File: config.mk
export PLATFORM = sky130hd
export DESIGN_NAME = sys_bus_arbiter
export DESIGN_NICKNAME = d
export VERILOG_FILES = /design/src/rtl/sys_bus_arbiter.sv
export SDC_FILE = /design/constraint.sdc
export NUM_CORES = 1
export LEC_CHECK = 0
export ABC_AREA = 1
export BUFFER_PORTS_ARGS = -buffer_cell sky130_fd_sc_hd__buf_4
export CORE_MARGIN = 3
export CORE_UTILIZATION = 48
export DETAILED_ROUTE_END_ITERATION = 16
export HOLD_SLACK_MARGIN = 0.05
export PLACE_DENSITY = 0.84
export SLEW_MARGIN = 25
export SYNTH_ARGS = -nofsm -noshare
export SYNTH_HDL_FRONTEND = slang
export SYNTH_SLANG_ARGS = --single-unit
File: constraint.sdc
create_clock -name sys_clk_i -period 12.45 [get_ports sys_clk_i]
set_input_delay 0.6225 -clock sys_clk_i [delete_from_list [all_inputs] [get_ports sys_clk_i]]
set_output_delay 0.6225 -clock sys_clk_i [all_outputs]
set_load 0.03 [all_outputs]
File: src/rtl/sys_bus_arbiter.sv
`default_nettype none
// ============================================================================
// Module   : sys_bus_arbiter
// Brief    : Round-robin arbiter sharing one system bus between two requesters.
//            Optional ack timeout enabled by defining SYS_BUS_ARB_TIMEOUT_EN.
// Revision : 1.0
// ============================================================================
module sys_bus_arbiter #(
    parameter int AW      = 32,
    parameter int DW      = 32,
    parameter int TIMEOUT = 255
) (
    input  logic            sys_clk_i,
    input  logic            sys_rst_i,
    input  logic [AW-1:0]   m0_addr_i,
    input  logic [DW-1:0]   m0_wdata_i,
    input  logic [DW/8-1:0] m0_sel_i,
    input  logic            m0_wen_i,
    input  logic            m0_ren_i,
    output logic [DW-1:0]   m0_rdata_o,
    output logic            m0_err_o,
    output logic            m0_ack_o,
    input  logic [AW-1:0]   m1_addr_i,
    input  logic [DW-1:0]   m1_wdata_i,
    input  logic [DW/8-1:0] m1_sel_i,
    input  logic            m1_wen_i,
    input  logic            m1_ren_i,
    output logic [DW-1:0]   m1_rdata_o,
    output logic            m1_err_o,
    output logic            m1_ack_o,
    output logic [AW-1:0]   sys_addr_o,
    output logic [DW-1:0]   sys_wdata_o,
    output logic [DW/8-1:0] sys_sel_o,
    output logic            sys_wen_o,
    output logic            sys_ren_o,
    input  logic [DW-1:0]   sys_rdata_i,
    input  logic            sys_err_i,
    input  logic            sys_ack_i
);
    localparam int SW = DW / 8;

    if (TIMEOUT < 1 || TIMEOUT > 65535) begin : g_timeout_range
        $error("sys_bus_arbiter: TIMEOUT must be within 1..65535");
    end

    typedef enum logic [1:0] {
        IDLE  = 2'd0,
        ISSUE = 2'd1,
        WAIT  = 2'd2
    } state_t;

    state_t state, state_nxt;

    logic [AW-1:0] in_addr  [2];
    logic [DW-1:0] in_wdata [2];
    logic [SW-1:0] in_sel   [2];
    logic [1:0]    in_req, in_we;

    logic [AW-1:0] lat_addr  [2];
    logic [DW-1:0] lat_wdata [2];
    logic [SW-1:0] lat_sel   [2];
    logic [1:0]    lat_we, pending;

    logic          last_grant, grant, cur_we, winner;
    logic          grant_go, done, timeout_hit, tmo;
    logic [DW-1:0] rsp_rdata [2];
    logic [1:0]    rsp_err, rsp_ack;

    assign in_addr[0]  = m0_addr_i;
    assign in_addr[1]  = m1_addr_i;
    assign in_wdata[0] = m0_wdata_i;
    assign in_wdata[1] = m1_wdata_i;
    assign in_sel[0]   = m0_sel_i;
    assign in_sel[1]   = m1_sel_i;
    assign in_req      = {m1_wen_i | m1_ren_i, m0_wen_i | m0_ren_i};
    assign in_we       = {m1_wen_i, m0_wen_i};

    // Tie goes to the requester that was not served last.
    always_comb begin
        winner = 1'b0;
        if (pending == 2'b10)
            winner = 1'b1;
        else if (pending == 2'b11)
            winner = ~last_grant;
    end

`ifdef SYS_BUS_ARB_TIMEOUT_EN
    localparam int TW = 16;
    logic [TW-1:0] timer;

    always_ff @(posedge sys_clk_i or posedge sys_rst_i) begin
        if (sys_rst_i)
            timer <= '0;
        else if (grant_go)
            timer <= '0;
        else if (state != IDLE)
            timer <= timer + 1'b1;
    end

    assign tmo = (timer == TW'(TIMEOUT - 1));
`else
    assign tmo = 1'b0;
`endif

    always_ff @(posedge sys_clk_i or posedge sys_rst_i) begin
        if (sys_rst_i)
            state <= IDLE;
        else
            state <= state_nxt;
    end

    // A slave response in the same cycle as the timeout takes precedence.
    always_comb begin
        state_nxt   = state;
        grant_go    = 1'b0;
        done        = 1'b0;
        timeout_hit = 1'b0;
        case (state)
            IDLE: begin
                if (|pending) begin
                    state_nxt = ISSUE;
                    grant_go  = 1'b1;
                end
            end
            ISSUE, WAIT: begin
                state_nxt = WAIT;
                if (sys_ack_i | sys_err_i) begin
                    done      = 1'b1;
                    state_nxt = IDLE;
                end else if (tmo) begin
                    done        = 1'b1;
                    timeout_hit = 1'b1;
                    state_nxt   = IDLE;
                end
            end
            default: state_nxt = IDLE;
        endcase
    end

    always_ff @(posedge sys_clk_i or posedge sys_rst_i) begin
        if (sys_rst_i) begin
            pending     <= 2'b00;
            lat_we      <= 2'b00;
            last_grant  <= 1'b1;
            grant       <= 1'b0;
            cur_we      <= 1'b0;
            sys_addr_o  <= '0;
            sys_wdata_o <= '0;
            sys_sel_o   <= '0;
            rsp_err     <= 2'b00;
            rsp_ack     <= 2'b00;
            for (int n = 0; n < 2; n++) begin
                lat_addr[n]  <= '0;
                lat_wdata[n] <= '0;
                lat_sel[n]   <= '0;
                rsp_rdata[n] <= '0;
            end
        end else begin
            // A pulse is only captured into an empty slot; a granted slot reopens.
            for (int n = 0; n < 2; n++) begin
                if (grant_go && (winner == n[0])) begin
                    pending[n] <= 1'b0;
                end else if (in_req[n] && !pending[n]) begin
                    pending[n]   <= 1'b1;
                    lat_addr[n]  <= in_addr[n];
                    lat_wdata[n] <= in_wdata[n];
                    lat_sel[n]   <= in_sel[n];
                    lat_we[n]    <= in_we[n];
                end
            end

            if (grant_go) begin
                sys_addr_o  <= lat_addr[winner];
                sys_wdata_o <= lat_wdata[winner];
                sys_sel_o   <= lat_sel[winner];
                cur_we      <= lat_we[winner];
                grant       <= winner;
                last_grant  <= winner;
            end

            rsp_ack <= 2'b00;
            if (done) begin
                rsp_ack[grant]   <= 1'b1;
                rsp_err[grant]   <= timeout_hit | sys_err_i;
                rsp_rdata[grant] <= (timeout_hit || cur_we) ? '0 : sys_rdata_i;
            end
        end
    end

    assign sys_wen_o  = (state == ISSUE) &  cur_we;
    assign sys_ren_o  = (state == ISSUE) & ~cur_we;
    assign m0_ack_o   = rsp_ack[0];
    assign m1_ack_o   = rsp_ack[1];
    assign m0_err_o   = rsp_err[0];
    assign m1_err_o   = rsp_err[1];
    assign m0_rdata_o = rsp_rdata[0];
    assign m1_rdata_o = rsp_rdata[1];

endmodule
`default_nettype wire

# Yosys cells after proc, flatten, opt, wreduce, memory -nomap -nowiden
# Index checks and enable logic that the tools add are counted.
[classes]
n_lt_le_gt_ge = 6
n_eq_ne = 5
n_mux = 32
bitwise_logic = 12
n_reduce_logical = 15
[op_table]
columns = ["cell", "count"]
rows = [
  ["two-way mux 32 bit", 8],
  ["bitwise mux 64 bit", 1],
  ["demux 32 bit (select 1 bit)", 1],
  ["two-way mux 1 bit", 13],
  ["two-way mux 4 bit", 3],
  ["equality test 2 bit (second input constant)", 3],
  ["logical AND 1 bit", 6],
  ["two-way mux 2 bit", 3],
  ["inverter 1 bit", 5],
  [">= comparator 2 bit (second input constant)", 2],
  ["less-than comparator 1 x 2 -> 1 bit (second input constant)", 2],
  ["inverter 1 -> 2 bit", 2],
  ["case mux 2 bit (2 select lines)", 1],
  ["AND reduction 2 bit", 2],
  ["nonzero test 2 bit", 2],
  ["OR reduction 2 bit", 2],
  ["OR 1 bit", 3],
  ["AND 1 bit", 2],
  ["bitwise mux 2 bit", 1],
  ["equality test 2 x 1 -> 1 bit (second input constant)", 1],
  ["zero test 1 bit", 2],
  ["zero test 2 bit", 1],
  ["less-than comparator 2 x 1 -> 1 bit (second input constant)", 1],
  ["!= test 2 bit (second input constant)", 1],
  ["2 further kinds", 2],
]
[totals]
ff_bits = 281
input_bits = 176
output_inout_bits = 138
wordCells = 91

# Longest topological paths before layout
[logic_depth]
depth_word = 7
mapped_depth = 7
mapped_depth_nobuf = 6

# Worst setup path before layout
# Ideal clock, no wire load.
[synth_path]
kind = "register -> output"
from = "reg state[1]"
to = "out sys_ren_o"
arrival_time_ns = 1.030
required_ns = 11.827
slack_ns = 10.797
stages_incl_launch_ff = 5
path_buffers = 0
cell_sequence = "dfrtp_1 > inv_1 > ha_1 > inv_1 > nor2_1"
[synth_via]
elab_chain_len = 2
[synth_lines]
columns = ["item", "line_no", "source"]
rows = [
  ["from (decl)", "52", "state_t state, state_nxt;"],
  ["from (signal assigned)", "109", "state <= state_nxt;"],
  ["equality test 2 x 1 -> 1 bit", "191", "assign sys_ren_o = (state == ISSUE) & ~cur_we;"],
  ["AND 1 bit", "191", ""],
  ["to (decl)", "35", "output logic sys_ren_o,"],
]
# Every way passes these cells.

# Worst setup path in the final report
[layout_path]
from = "reg state[0]"
to = "reg sys_addr_o[27]"
[layout_via]
elab_chain_len = 2
[layout_lines]
columns = ["item", "line_no", "source"]
rows = [
  ["zero test 2 bit", "118", "case (state)"],
  ["two-way mux 1 bit", "118", ""],
  ["to (signal assigned)", "173", "sys_addr_o <= lat_addr[winner];"],
  ["to (decl)", "31", "output logic [AW-1:0] sys_addr_o,"],
]
# Every way passes these cells.
# A chain may end at the register's enable or synchronous reset.

==> flow_summary.yaml <==
synth:
  synthAdderAreaFrac_pct: 0.323
  synth_compound_area_share_pct: 3.15
  synth-seq-area-share_pct: 60.5
  postSynthCellCount: 1286
  netlist_area_um2: 11600
  synth_seq_cells: 281
  synth_top_family_by_area: "simple AND/OR/NAND/NOR gates"
  synth_mux_area_share_pct: 0
  synth_simple_gate_area_share_pct: 30.9
  ys_types: 21
  synth_xor_area_share_pct: 0
  syn_nets: 1465
  yosys_warnings: 0
  avgSynthCellArea_um2: 9.04
placement:
  io_buffers: 313
  pre_cts_ws_ps: 9670
  dpl_cell_area_um2: 14000
  dp_hpwl_mm: 21.4
  finalWeightedCongestion: 0.820
power:
  peakVddDrop_v: 0.000190
  power_leakage_nw: 7.80
  powerDensity_nw_per_um2: 294
  p_total_mw: 4.38
global_routing:
  gr-total-overflow: 0
  grt_pass1_vias: 10900
  grt_use_total_pct: 26.3
  grt_max_degree: 135
  grt_antenna_before_repair: 0
  grt_first_pass_wirelength_mm: 55.9
floorplan:
  dieArea_um2: 26100
  initial_core_util_pct: 49.2
  ios: 314
  dieWidth_um: 162
  num_rows: 56
  die_h_um: 162
  design.core.area_um2: 23600
setup_path:
  crit_path_start_kind: "flip-flop"
  cp.arrival_ps: 3290
  r2r-end: "sys_addr_o[27]$_DFFE_PP0N_"
  rr_worst_depth: 8
  worst-setup-path-type: "reg -> reg"
  required_ps: 12920
  r2r-start: "state[0]$_DFFE_PP0P_"
  endpoint_kind: "flip-flop"
  crit_path_start: "state[0]$_DFFE_PP0P_"
  r2r_setup_slack_ps: 9630
  path_max_fanout: 74
cts:
  numCtsBuffers: 30
  cts_max_level: 1
  clock_sinks: 281
  cts_tree: "done"
  cts_hold_buf: 0
  cts_setup_buffers: 0
  clkTransAtPathRegs_ps: 60
  root_buffer: "clkbuf_16"
  cts_max_path_buffers: 3
  clk_latency_ps: 550
  post_cts_resized: 0
layout:
  regArea_um2: 7030
  fill_cells: 1884
  drive_above_1_share_pct: 25.0
  fin_area_um2: 14900
  num_antenna_cells: 0
  area_growth_pct: 28.4
  multi_input_area_um2: 4030
  nNetsFinal: 1717
route:
  drtIter0Drc: 1006
  routedWlPerCell_um: 18.7
  drc: 0
  num_vias: 10600
  drt_pass1_iterations: 5
  drt_wl_total_mm: 35.1
  drtAntennaViolNets: 0
  post_drt_via_cell_ratio: 5.67
timing:
  drv_slew: 0
  hold_viol_final: 0
  finalWorstSetupSlack_ps: 9630
  finalClockSkew_ps: 17.2
  setup_viol: 0
  finalCritPeriodShare_pct: 22.6
  fin_crit_ps: 2820
  slew-limit-headroom_pct: 35.3
  tns_ps: 0
  fmax_mhz: 355
  worst_slew_pin_slew_ps: 964
  rsz0062_at_grt: "no"
run:
  cap_violations: 0
outcome:
  outcome: "complete, no violations"
hold_path:
  worst_hold_path_type: "in -> async"
[cells in the mapped netlist]
cell	count	area share, %
buf_2	41	1.8
o21ai_4	1	0.14
buf_4	3	0.19
nand2_4	1	0.097
nand4_1	70	3.8
nand2_1	450	15
nand2_2	3	0.16
or2_1	2	0.11
buf_1	7	0.23
clkbuf_1	45	1.5
nand3_1	280	12
inv_1	13	0.42
nor2_2	2	0.11
a21oi_1	1	0.043
inv_2	2	0.065
nor2_1	2	0.065
dfstp_2	1	0.23
ha_1	3	0.32
buf_6	10	0.97
o21ai_0	69	3.0
dfrtp_1	280	60
[worst max-delay path by stage]
stage	endpoint	slack (ps)	depth (start not counted)
final	sys_addr_o[27]$_DFFE_PP0N_	9630	8
after global routing	sys_addr_o[7]$_DFFE_PP0N_	9540	8
after CTS	sys_addr_o[27]$_DFFE_PP0N_	9670	8
after detailed placement	sys_addr_o[27]$_DFFE_PP0N_	9670	8
after global placement	sys_addr_o[8]$_DFFE_PP0N_	9820	8
after floorplan	cur_we$_DFFE_PP0N_	4080	1
[per-layer routing]
| metal | wire (µm) | part of all wire [%] | up-vias | global-route usage (%) |
|---|---|---|---|---|
| li1 | - | - | 4788 | - |
| met1 | 13900 | 40 | 5164 | 35.5 |
| met2 | 17100 | 49 | 620 | 44.1 |
| met3 | 3310 | 9.4 | 74 | 3.85 |
| met4 | 876 | 2.5 | 0 | 8.72 |
| met5 | 0 | 0 | - | 0 |
[cells in the final DEF (no fill, tap or decap), drive strengths merged, types with 2 or more instances in the layout]
cell and count:
buf 326, clkbuf 40, clkinv 9, dfrtp 280, ha 3, inv 15, nand2 454, nand3 280
nand4 70, nor2 4, o21ai 70, or2 2
[power by group]
part / internal (mW) / switching [mW] / total [mW]
registers: 1.34 / 0.267 / 1.61
clock network: 0.496 / 0.353 / 0.849
logic: 0.604 / 1.32 / 1.92
[critical path, cell delays in order, from the launching register on]
cell	delay (ps)
dfrtp_1	380
inv_1	100
ha_2	180
buf_4	730
inv_1	180
nor2_4	130
buf_4	680
nand3_1	210
nand3_1	140
[state kept, by name, indices dropped and copies added (netlist names)]
name / flops
sys_addr_o: 32
cur_we: 1
lat_we: 2
sys_sel_o: 4
sys_wdata_o: 32
last_grant: 1
rsp_err: 2
grant: 1
lat_sel: 8
lat_wdata: 64
state: 2
rsp_ack: 2
m0_rdata_o: 32
m1_rdata_o: 32
pending: 2
lat_addr: 64
[stage by stage]
stage / hold slack [ps] / util, % / cells
detailed placement: 459 / 59.1 / 1825
finish: 263 / 63.2 / 1876
global placement: 454 / 59.1 / 1825
floorplan: 442 / - / 1286
CTS: 280 / 63.1 / 1876
global route: 300 / 63.2 / 1876
[logic make-up after synthesis]
| group | after synthesis |
|---|---|
| adders and majority gates | 3 |
| AOI/OAI and AO/OA | 71 |
| DFF | 281 |
| and+or+nand+nor | 810 |
| buffers and inverters | 121 |
[layout make-up]
| class | count | share of cell area, % |
|---|---|---|
| clock buffers | 40 | 5.70 |
| clock inverters | 11 | 0.596 |
| inverters | 15 | 0.428 |
| multi-input cells | 884 | 27.0 |
| flip-flops and latches | 281 | 47.2 |
| well taps | 319 | 2.68 |
| repair buffers | 326 | 16.4 |
No activity file was read; power rests on OpenSTA's default activity.
